`src/rtl/switch_input.sv`:
```
// Four-switch debounced input block with a small register bus.
// Synchronize, debounce, latch edge events, raise a level irq.

module switch_debounce #(
  parameter int DEBOUNCE_CYCLES = 4
) (
  input  logic clk,
  input  logic reset,
  input  logic din,
  output logic deb,
  output logic rise,
  output logic fall
);

  localparam int CW = $clog2(DEBOUNCE_CYCLES + 1);
  localparam logic [CW-1:0] CMAX = CW'(DEBOUNCE_CYCLES - 1);

  logic [CW-1:0] cnt_q;
  logic [CW-1:0] cnt_d;
  logic          deb_q;
  logic          deb_d;

  always_comb begin
    cnt_d = '0;
    deb_d = deb_q;
    if (din != deb_q) begin
      if (cnt_q == CMAX) begin
        deb_d = ~deb_q;
      end else begin
        cnt_d = cnt_q + CW'(1);
      end
    end
  end

  always_ff @(posedge clk or negedge reset) begin
    if (!reset) begin
      cnt_q <= '0;
      deb_q <= 1'b0;
    end else begin
      cnt_q <= cnt_d;
      deb_q <= deb_d;
    end
  end

  assign deb  = deb_q;
  // Event strobes land on the same edge the debounced bit flips.
  assign rise = deb_d & ~deb_q;
  assign fall = ~deb_d & deb_q;

endmodule

module switch_input #(
  parameter int DEBOUNCE_CYCLES = 4
) (
  input  logic        clk,
  input  logic        reset,
  input  logic [3:0]  switch,
  input  logic        rd_en,
  input  logic        wr_en,
  input  logic [3:0]  addr,
  input  logic [31:0] wdata,
  output logic [31:0] rdata,
  output logic        rvalid,
  output logic        irq
);

  localparam logic [3:0] A_STATE = 4'h0;
  localparam logic [3:0] A_EDGE  = 4'h4;
  localparam logic [3:0] A_IEN   = 4'h8;

  logic [3:0]  sync1;
  logic [3:0]  sync2;
  logic [3:0]  deb;
  logic [3:0]  rise;
  logic [3:0]  fall;
  logic [7:0]  edge_q;
  logic [7:0]  ien_q;
  logic [7:0]  edge_set;
  logic [7:0]  edge_clr;
  logic        sel_state;
  logic        sel_edge;
  logic        sel_ien;
  logic [31:0] rd_mux;
  logic        unused_wdata;

  assign unused_wdata = ^wdata[31:8];

  always_ff @(posedge clk or negedge reset) begin
    if (!reset) begin
      sync1 <= '0;
      sync2 <= '0;
    end else begin
      sync1 <= switch;
      sync2 <= sync1;
    end
  end

  for (genvar i = 0; i < 4; i++) begin : g_deb
    switch_debounce #(
      .DEBOUNCE_CYCLES(DEBOUNCE_CYCLES)
    ) u_deb (
      .clk  (clk),
      .reset(reset),
      .din  (sync2[i]),
      .deb  (deb[i]),
      .rise (rise[i]),
      .fall (fall[i])
    );
  end

  assign sel_state = (addr == A_STATE);
  assign sel_edge  = (addr == A_EDGE);
  assign sel_ien   = (addr == A_IEN);

  assign edge_set = {fall, rise};
  assign edge_clr = (wr_en && sel_edge) ? wdata[7:0] : 8'h00;

  always_comb begin
    rd_mux = '0;
    unique case (1'b1)
      sel_state: rd_mux = {28'h0, deb};
      sel_edge:  rd_mux = {24'h0, edge_q};
      sel_ien:   rd_mux = {24'h0, ien_q};
      default:   rd_mux = '0;
    endcase
  end

  // Set term is OR'd after the clear so a coincident event survives W1C.
  always_ff @(posedge clk or negedge reset) begin
    if (!reset) begin
      edge_q <= '0;
      ien_q  <= '0;
      irq    <= 1'b0;
    end else begin
      edge_q <= (edge_q & ~edge_clr) | edge_set;
      if (wr_en && sel_ien) begin
        ien_q <= wdata[7:0];
      end
      irq <= |(edge_q & ien_q);
    end
  end

  always_ff @(posedge clk or negedge reset) begin
    if (!reset) begin
      rdata  <= '0;
      rvalid <= 1'b0;
    end else begin
      rvalid <= rd_en;
      if (rd_en) begin
        rdata <= rd_mux;
      end
    end
  end

endmodule

```
`config.mk`:
```
export PLATFORM = sky130hd
export DESIGN_NAME = switch_input
export DESIGN_NICKNAME = d
export VERILOG_FILES = /design/src/rtl/switch_input.sv
export SDC_FILE = /design/constraint.sdc
export NUM_CORES = 1
export LEC_CHECK = 0
export ABC_AREA = 1
export CORE_MARGIN = 1
export CORE_UTILIZATION = 40
export CTS_BUF_LIST = sky130_fd_sc_hd__clkbuf_4 sky130_fd_sc_hd__clkbuf_8
export DETAILED_ROUTE_END_ITERATION = 8
export DONT_BUFFER_PORTS = 1
export PLACE_DENSITY = 0.61
export SYNTH_ARGS = -nofsm -noshare
export SYNTH_HDL_FRONTEND = slang
export SYNTH_SLANG_ARGS = --single-unit
```
`constraint.sdc`:
```
create_clock -name clk -period 1.3 [get_ports clk]
set_input_delay 0.13 -clock clk [delete_from_list [all_inputs] [get_ports clk]]
set_output_delay 0.13 -clock clk [all_outputs]
set_load 0.01 [all_outputs]
```
==> flow_metrics.py, run 1 <==
metrics = {
    "die": {
        "fp-row-count": 27,
        "die_area_sq_um": 6060,
        "start_util_pct": 41.5,
        "core-area_sq_um": 5540,
        "pin_count": 78,
        "die_h_microns": 77.8,
        "die_w_microns": 77.8,
    },
    "worst_hold_path": {
        "hp-class": "in -> async",
    },
    "worst_setup_path": {
        "cp-start-kind": "flip-flop",
        "r2r_setup_slack_ns": 0.24,
        "critPathBufInv": 1,
        "crit_required_ns": 1.52,
        "cp.arrival_ns": 1.28,
        "cp_slowest_cell": "dfrtp_1",
        "r2r_end": "g_deb[0].u_deb.cnt_q[0]",
        "path_class": "reg -> reg",
        "crit_family": "flip-flops",
        "cp_num_cells": 4,
        "slowest_delay_ns": 0.39,
        "reg2reg_from": "g_deb[0].u_deb.cnt_q[0]",
        "cp-end-kind": "flip-flop",
        "crit_path_cell_trace": "ha_1 -> nand2_1 -> inv_1 -> nor3_1",
        "worst-r2r-cell-count": 4,
        "path_max_fanout": 4,
    },
    "route": {
        "routedWlPerCell_microns": 11.3,
        "routed_wl_microns": 3940,
        "first_pass_iters": 4,
        "antenna_left": 0,
        "drt-initial-drc-count": 92,
        "drc": 0,
        "via_count": 1586,
        "vias_per_cell": 4.54,
    },
    "sta": {
        "maxSlewViolCount": 0,
        "setup_ws_ns": 0.244,
        "hold_violations": 50,
        "rsz0062_at_grt": "no",
        "tns_ns": 0,
        "clock_skew_ns": 0.00381,
        "post-route-period-util_pct": 81.2,
        "period_needed_ns": 1.06,
        "final-setup-viol-count": 0,
        "whs_ns": -0.491,
        "clock.fmax_mhz": 947,
    },
    "placed_design": {
        "placed_cell_area_sq_um": 2300,
        "preCtsSetupSlack_ns": 0.245,
        "dp_hpwl_microns": 2830,
        "gp_congestion": 0.751,
        "port_buffers": 0,
    },
    "layout": {
        "nNetsFinal": 324,
        "multiInputGateArea_sq_um": 841,
        "syn_to_final_growth_pct": 10.6,
        "regArea_sq_um": 1250,
        "final_area_sq_um": 2540,
        "n_antenna_cell": 0,
        "drive_gt1_share_pct": 6.50,
        "fillCellCount": 544,
    },
    "synth": {
        "synth_most_common_cell": "nand2_1",
        "synth-seq-cells": 50,
        "synth_top_area_share_pct": 54.4,
        "postSynthCellCount": 257,
        "yosysSeqAreaShare_pct": 54.4,
        "synthArstFlopShare_pct": 100,
        "synth-edff-count": 0,
        "synth_cell_types": 20,
        "synth_top_area_cell": "dfrtp_1",
        "syn_area_sq_um": 2300,
        "synth_common_cells": "nand2_1, dfrtp_1, inv_1",
        "yosysWarnings": 0,
        "synth_ff_type": "dfrtp_1",
        "ys_top_cells_by_area": "dfrtp_1, nand2_1, buf_4",
        "syn_avg_cell_area_sq_um": 8.95,
    },
    "cts": {
        "cts.repair.resized": 0,
        "post_cts_buffers": 0,
        "cts_made_buffers": 5,
        "clockBufferDepth": 2,
        "cts_sinks": 50,
        "htree_levels": 2,
        "clock_latency_ns": 0.30,
        "holdBufCountCts": 13,
        "cts_tree": "yes",
        "root_buffer": "clkbuf_8",
        "clk_pin_slew_worst_paths_ns": 0.09,
    },
    "grt": {
        "overflow": 0,
        "grt_start_max_net_pins": 51,
        "grt_pass1_vias": 1471,
        "grt_usage_pct": 14.5,
        "grt_first_pass_wirelength_microns": 6730,
        "grt_antenna_before_repair": 0,
    },
    "power_and_ir_drop": {
        "total_power_uw": 4160,
        "p_leak_uw": 0.00130,
        "peakVddDrop_uv": 810,
        "p_per_area_nw_per_um2": 1640,
    },
    "job": {
        "drv_cap": 0,
    },
    "run_status": {
        "status": "finished, violations left",
        "failed_checks": "negative hold slack",
    },
}
[where the power goes]
part	total, uW	internal [uW]	switching [uW]
Combinational	806	351	455
Clock	1110	595	517
Sequential	2240	1930	304
[through the flow]
stage	utilization [%]	cells
floorplan	-	280
global placement	41.5	328
detailed placement	41.5	328
CTS	45.9	349
global route	45.9	349
finish	45.9	349
[cell usage in the layout (no fill, tap or decap), types with 5 or more instances in the layout]
cell type and count:
inv_1 25, conb_1 24, nor3_1 8, clkbuf_8 5
dlygate4sd3_1 13, dfrtp_1 50, o21ai_0 16, nand3_1 24
nor2_1 11, nand2_1 76
[cells by family (layout without fill, tap and decap cells)]
logic type,Yosys count,in the layout,share of synthesized area (%)
adder cells (fa/ha/maj),4,4,2.18
XOR/XNOR,4,4,1.52
buffers and inverters,52,49,12.8
other,1,24,0.163
flip-flops,50,50,54.4
AND/OR/NAND/NOR,126,126,24.2
AO/OA/AOI/OAI,20,20,4.79
[registers in the layout, indices dropped and copies added (netlist names)]
name	cells
ien_q	8
edge_q	8
sync1	4
sync2	4
g_deb.u_deb.cnt_q	12
irq	1
rvalid	1
rdata	8
g_deb.u_deb.deb	4
[how the worst max path moves through the flow]
| stage | from | end | slack [ns] |
|---|---|---|---|
| global route | g_deb[0].u_deb.cnt_q[0] | g_deb[0].u_deb.cnt_q[0] | 0.15 |
| CTS | g_deb[0].u_deb.cnt_q[0] | g_deb[0].u_deb.cnt_q[0] | 0.22 |
| floorplan | g_deb[0].u_deb.cnt_q[0] | g_deb[0].u_deb.cnt_q[0] | 0.35 |
| finish | g_deb[0].u_deb.cnt_q[0] | g_deb[0].u_deb.cnt_q[0] | 0.24 |
| detailed placement | g_deb[0].u_deb.cnt_q[0] | g_deb[0].u_deb.cnt_q[0] | 0.24 |
| global placement | addr[1] | edge_q[0] | 0.26 |
[cell type report]
type                            instances  area share [%]
Clock buffer                            6            3.00
Timing Repair Buffer                   16            6.00
Clock inverter                          2            1.48
Inverter                               25            3.69
Sequential cell                        50            49.2
Tap cell                               72            3.54
Multi-Input combinational cell        178            33.1
[layer usage]
metal | global-route usage [%] | routed length [microns] | vias up
li1 | - | - | 801
met1 | 18.8 | 1860 | 736
met2 | 22.7 | 1840 | 44
met3 | 4.12 | 206 | 5
met4 | 6.23 | 44 | 0
met5 | 0 | 0 | -
Power figures use the tool's default switching activity.
==> run 2, diff against run 1 <==
--- a/config.mk
+++ b/config.mk
@@ -5,13 +5,13 @@
 export SDC_FILE = /design/constraint.sdc
 export NUM_CORES = 1
 export LEC_CHECK = 0
-export ABC_AREA = 1
+export ABC_AREA = 0
 export CORE_MARGIN = 1
 export CORE_UTILIZATION = 40
 export CTS_BUF_LIST = sky130_fd_sc_hd__clkbuf_4 sky130_fd_sc_hd__clkbuf_8
 export DETAILED_ROUTE_END_ITERATION = 8
 export DONT_BUFFER_PORTS = 1
-export PLACE_DENSITY = 0.61
+export PLACE_DENSITY = 0.63
 export SYNTH_ARGS = -nofsm -noshare
 export SYNTH_HDL_FRONTEND = slang
 export SYNTH_SLANG_ARGS = --single-unit
==> constraint.sdc (replaced) <==
create_clock -name clk -period 0.97 [get_ports clk]
set_input_delay 0.097 -clock clk [delete_from_list [all_inputs] [get_ports clk]]
set_output_delay 0.097 -clock clk [all_outputs]
set_load 0.01 [all_outputs]
==> run 2 against run 1 <==
Net effect:
- the flow finishes with violations (negative hold slack, negative setup slack)
- core utilization grew 5.7 points
- clock skew shrank 0.0016 ns
- sequential share of layout area shrank 2.3 points
- hold slack lost 0.034 ns
- non-clock buffer count grew 19
- flip-flop and latch count is the same
- fmax shrank 1.4%
- clock power grew 32%
- largest power group unchanged
- first-iteration DRC count grew 73%
- highest routed layer unchanged
- critical path depth shrank 1
- routed wire length grew 2.2%
==> flow_metrics.py, run 2 <==
metrics = {
    "run_status": {
        "status": "finished, violations left",
        "failed_checks": "negative hold slack, negative setup slack",
    },
    "route": {
        "via_count": 1422,
        "first_pass_iters": 4,
        "drc": 0,
        "routed_wl_microns": 4030,
        "antenna_left": 0,
        "drt-initial-drc-count": 159,
        "vias_per_cell": 4.95,
        "routedWlPerCell_microns": 14.0,
    },
    "synth": {
        "yosys.area_share.simple_pct": 10.1,
        "synth-adder-area-share_pct": 2.31,
        "synth-edff-count": 0,
        "yosysSeqAreaShare_pct": 57.8,
        "ys_top_cells_by_area": "dfrtp_1, buf_4, mux2_2",
        "postSynthCellCount": 179,
        "synth_xor_area_share_pct": 1.62,
        "syn_avg_cell_area_sq_um": 12.1,
        "syn_area_sq_um": 2160,
        "synth-compound-area-share_pct": 11.9,
        "synth_top_area_cell": "dfrtp_1",
        "synth_cell_types": 24,
        "synth.area.mux_share_pct": 4.16,
        "synth_most_common_cell": "dfrtp_1",
        "synth_top_family_by_area": "buffers and inverters",
        "yosysWarnings": 0,
        "synth_common_cells": "dfrtp_1, buf_4, inv_1",
        "synthArstFlopShare_pct": 100,
        "synth_top_area_share_pct": 57.8,
        "synth-seq-cells": 50,
        "synth_ff_type": "dfrtp_1",
    },
    "layout": {
        "largest_reg_flops": 12,
        "final_cell_mix": "dfrtp_1, conb_1, buf_4, inv_1, dlygate4sd3_1",
        "drive_gt1_share_pct": 29.5,
        "n_antenna_cell": 0,
        "syn_to_final_growth_pct": 23.2,
        "top_register": "g_deb.u_deb.cnt_q",
        "nNetsFinal": 264,
        "final_common_cell": "dfrtp_1",
    },
    "grt": {
        "grt_first_pass_wirelength_microns": 6230,
        "grt_antenna_before_repair": 0,
        "gr-usage-met3_pct": 5.69,
        "overflow": 0,
        "grt_start_max_net_pins": 51,
        "met1_usage_pct": 20.1,
        "grt_pass1_vias": 1321,
        "grt-busiest-layer": "met2",
        "grt_use_met2_pct": 23.3,
        "grt_usage_pct": 15.1,
    },
    "worst_setup_path": {
        "cp.arrival_ns": 1.27,
        "r2r_end": "edge_q[0]",
        "path_max_fanout": 6,
        "reg2reg_from": "g_deb[0].u_deb.cnt_q[0]",
        "crit_required_ns": 1.17,
        "cp-end-kind": "flip-flop",
        "worst-r2r-cell-count": 3,
        "path_class": "reg -> reg",
        "crit_family": "flip-flops",
        "slowest_delay_ns": 0.40,
        "r2r_setup_slack_ns": -0.10,
        "cp_slowest_cell": "dfrtp_1",
        "crit_path_cell_trace": "ha_2 -> nor2b_4 -> a32o_1",
        "cp-start-kind": "flip-flop",
        "critPathBufInv": 0,
    },
    "die": {
        "start_util_pct": 41.8,
        "die_area_sq_um": 5710,
        "pin_count": 78,
        "die_w_microns": 75.6,
        "core-area_sq_um": 5170,
        "die_h_microns": 75.6,
        "fp-row-count": 26,
    },
    "job": {
        "drv_cap": 0,
    },
    "power_and_ir_drop": {
        "peakVddDrop_uv": 1020,
        "p_per_area_nw_per_um2": 2280,
        "p_leak_uw": 0.00121,
        "total_power_uw": 6070,
    },
    "sta": {
        "hold_violations": 50,
        "whs_ns": -0.524,
        "post-route-period-util_pct": 110,
        "setup_ws_ns": -0.101,
        "tns_ns": -0.744,
        "rsz0062_at_grt": "yes",
        "period_needed_ns": 1.07,
        "clock.fmax_mhz": 934,
        "clock_skew_ns": 0.00219,
        "final-setup-viol-count": 13,
        "maxSlewViolCount": 0,
    },
    "cts": {
        "htree_levels": 2,
        "cts_made_buffers": 5,
        "cts_tree": "yes",
        "clock_latency_ns": 0.30,
        "root_buffer": "clkbuf_8",
        "holdBufCountCts": 13,
        "clk_pin_slew_worst_paths_ns": 0.09,
        "clockBufferDepth": 2,
        "cts_sinks": 50,
    },
    "placed_design": {
        "port_buffers": 0,
        "gp_congestion": 0.760,
        "dp_hpwl_microns": 2760,
        "preCtsSetupSlack_ns": -0.353,
    },
    "worst_hold_path": {
        "hp-class": "in -> async",
    },
}
## run 2: changes by cell type after synthesis, sizes merged, moves of 6 or more
cell   before  now
a22oi       0    8
a32o        0    8
inv        25   16
mux2        0    8
nand2      78    6
nand3      24    8
nor2       16    0
nor2b       0    7
nor3b       0    8
o21ai      16    4
o22ai       2    8
## run 2: worst max path at each step
stage                                       start   endpoint  slack, ns  cells after the start
after floorplan           g_deb[1].u_deb.cnt_q[0]  edge_q[5]      -0.04                      3
after global placement                    addr[3]   ien_q[3]      -0.27                      3
after detailed placement                  addr[3]   ien_q[3]      -0.35                      3
after CTS                 g_deb[0].u_deb.cnt_q[0]  edge_q[0]      -0.10                      3
after global routing                    edge_q[0]   rdata[0]      -0.16                      2
final                     g_deb[0].u_deb.cnt_q[0]  edge_q[0]      -0.10                      3
## run 2: final cells by class
class	instances	area (sq um)
repair buffers	35	295
clock buffers	5	68.8
inverters	16	60.1
well taps	70	87.6
multi-input cells	108	863
clock inverters	3	40.0
fillers	458	2500
flip-flops and latches	50	1250
## run 2: cells by family after synthesis
family                     count (synthesis)
adders and majority gates                  4
AOI/OAI and AO/OA                         33
xor gates and xnor gates                   4
other                                      1
muxes                                      8
buffers and inverters                     44
DFF                                       50
and+or+nand+nor                           35
## run 2: routing by layer
metal  wire length [microns]  vias up
li1                        -      667
met1                    1820      698
met2                    1890       50
met3                     264        7
met4                      53        0
met5                       0        -
## run 2: metrics by stage
stage | instances | util [%] | area [sq um]
2_1_floorplan | 202 | - | 2290
3_3_place_gp | 262 | 44.8 | 2310
3_5_place_dp | 262 | 44.8 | 2310
4_1_cts | 286 | 50.2 | 2600
5_1_grt | 287 | 51.6 | 2670
6_report | 287 | 51.6 | 2670
## run 2: report_power, final
group / internal (uW) / total [uW] / switching [uW]
clock: 760 / 1460 / 699
sequential: 2580 / 2990 / 411
combinational: 982 / 1620 / 642
## run 2: what timing repair did
action | CTS | global route
resized for setup | 6 | 14
setup endpoints to repair | 26 | 26
hold endpoints to repair | 79 | 50
buffers inserted | 3 | 1
pin swaps | 4 | 9
==> run 3, diff against run 2 <==
--- a/config.mk
+++ b/config.mk
@@ -12,6 +12,7 @@
 export DETAILED_ROUTE_END_ITERATION = 8
 export DONT_BUFFER_PORTS = 1
 export PLACE_DENSITY = 0.63
+export SETUP_SLACK_MARGIN = 0.02
 export SYNTH_ARGS = -nofsm -noshare
 export SYNTH_HDL_FRONTEND = slang
 export SYNTH_SLANG_ARGS = --single-unit
==> run 3 against run 2 <==
Net effect:
- the flow still finishes with violations (negative hold slack, negative setup slack)
- combinational power rose by 7%
- sequential share of layout area fell by 0.69 points
- power rose by 2.1%
- global-route usage rose by 0.32 points
- sequential power barely moved
- critical endpoint is now edge_q[2]
- largest cell class unchanged
==> flow_metrics.py, run 3 (synthesis results as in run 2) <==
metrics = {
    "die": {
        "pin_count": 78,
        "die_area_sq_um": 5710,
        "die_w_microns": 75.6,
        "die_h_microns": 75.6,
        "fp-row-count": 26,
        "core-area_sq_um": 5170,
        "start_util_pct": 41.8,
    },
    "sta": {
        "period_needed_ns": 1.07,
        "whs_ns": -0.523,
        "rsz0062_at_grt": "yes",
        "clock.fmax_mhz": 931,
        "clock_skew_ns": 0.00184,
        "final-setup-viol-count": 13,
        "hold_violations": 50,
        "setup_ws_ns": -0.104,
        "post-route-period-util_pct": 111,
        "maxSlewViolCount": 0,
    },
    "worst_setup_path": {
        "cp-end-kind": "flip-flop",
        "cp.arrival_ns": 1.28,
        "path_max_fanout": 6,
        "path_class": "reg -> reg",
        "cp-start-kind": "flip-flop",
        "r2r_setup_slack_ns": -0.10,
        "crit_required_ns": 1.17,
    },
    "power_and_ir_drop": {
        "p_sw_uw": 1800,
        "power.share.clock_pct": 23.4,
        "sequentialPowerShare_pct": 48.7,
        "peakVddDrop_uv": 1090,
        "total_power_uw": 6200,
        "p_per_area_nw_per_um2": 2290,
        "p_int_uw": 4400,
        "combPwrFrac_pct": 27.9,
        "p_leak_uw": 0.00122,
        "p_sw_share_pct": 29.0,
    },
    "route": {
        "routed_wl_microns": 4110,
        "vias_per_cell": 4.94,
        "routedWlPerCell_microns": 14.2,
        "drt-initial-drc-count": 187,
        "drc": 0,
        "antenna_left": 0,
        "via_count": 1429,
        "first_pass_iters": 4,
    },
    "cts": {
        "cts_tree": "yes",
        "cts_made_buffers": 5,
        "clk_pin_slew_worst_paths_ns": 0.09,
        "clock_latency_ns": 0.30,
        "clockBufferDepth": 2,
        "cts_sinks": 50,
        "root_buffer": "clkbuf_8",
        "htree_levels": 2,
        "holdBufCountCts": 13,
    },
    "layout": {
        "n_antenna_cell": 0,
        "syn_to_final_growth_pct": 25.1,
        "regArea_sq_um": 1250,
        "nNetsFinal": 266,
        "top_register": "g_deb.u_deb.cnt_q",
        "multiInputGateArea_sq_um": 885,
        "largest_reg_flops": 12,
        "final_cell_mix": "dfrtp_1, conb_1, buf_4, inv_1, dlygate4sd3_1",
        "drive_gt1_share_pct": 31.1,
        "fillCellCount": 455,
        "final_common_cell": "dfrtp_1",
    },
    "placed_design": {
        "dp_hpwl_microns": 2760,
        "port_buffers": 0,
        "preCtsSetupSlack_ns": -0.353,
        "gp_congestion": 0.760,
    },
    "grt": {
        "overflow": 0,
        "grt_first_pass_wirelength_microns": 6380,
        "grt_antenna_before_repair": 0,
        "grt_pass1_vias": 1357,
        "grt_start_max_net_pins": 51,
        "grt_usage_pct": 15.4,
    },
    "run_status": {
        "failed_checks": "negative hold slack, negative setup slack",
        "status": "finished, violations left",
    },
    "job": {
        "drv_cap": 0,
    },
    "worst_hold_path": {
        "hp-class": "in -> async",
    },
}
## run 3: cell types whose count changed in the layout (fill, tap and decap cells not counted)
cell,delta
a22oi_1,-2
a22oi_2,+2
buf_4,+1
buf_6,+1
xnor2_2,-1
xnor2_4,+1
## run 3: metal layers
metal	track usage [%]	vias to the layer above	part of all wire, %
met2	24.0	50	48
met1	20.5	705	45
met3	5.69	7	6.2
li1	-	667	-
met5	0	-	0
met4	3.70	0	1.3
## run 3: final timing paths
check,cells past startpoint,endpoint,from
worst max-delay path,3,edge_q[2],g_deb[2].u_deb.cnt_q[0]
worst min-delay path,0,g_deb[2].u_deb.cnt_q[1],reset
worst max register to register,3,edge_q[2],g_deb[2].u_deb.cnt_q[0]
worst min register to register,0,sync2[1],sync1[1]
max in group asynchronous,0,edge_q[0],reset
min in group clk,3,ien_q[5],addr[0]
## run 3: through the flow
| stage | std cells | hold slack (ns) | utilization, % | setup TNS, ns | cell area, sq um |
|---|---|---|---|---|---|
| global placement | 262 | -0.197 | 44.8 | -3.04 | 2310 |
| finish | 289 | -0.523 | 52.3 | -0.874 | 2710 |
| floorplan | 202 | -0.199 | - | -0.197 | 2290 |
| detailed placement | 262 | -0.198 | 44.8 | -4.68 | 2310 |
| CTS | 287 | -0.533 | 51.3 | -0.804 | 2650 |
| global route | 289 | -0.550 | 52.3 | -1.67 | 2710 |
## run 3: timing repair
action | CTS | global route
resized for setup | 14 | 10
setup buffers | 4 | 2
endpoints found under the setup margin | 32 | 28
pin swaps | 8 | 13
hold endpoints to repair | 79 | 50
## run 3: final cells by class
cell class,count,share of cell area (%)
Clock buffer,5,2.54
Multi-Input combinational cell,108,32.7
Timing Repair Buffer,37,11.6
Inverter,16,2.22
Clock inverter,3,1.48
Tap cell,70,3.23
Sequential cell,50,46.3
## run 3: worst max-delay path, cell delays in order (launching register included)
cell     delay (ns)
dfrtp_1        0.40
ha_2           0.19
nor2b_4        0.15
a32o_1         0.24
## run 3: power groups by stage
stage / Sequential (uW) / Combinational, uW / Clock, uW
2_1_floorplan: 2900 / 923 / 0
3_3_place_gp: 3000 / 1240 / 0
3_5_place_dp: 3000 / 1290 / 0
4_1_cts: 2980 / 1590 / 1490
5_1_grt: 3080 / 1890 / 1590
6_report: 3020 / 1730 / 1450
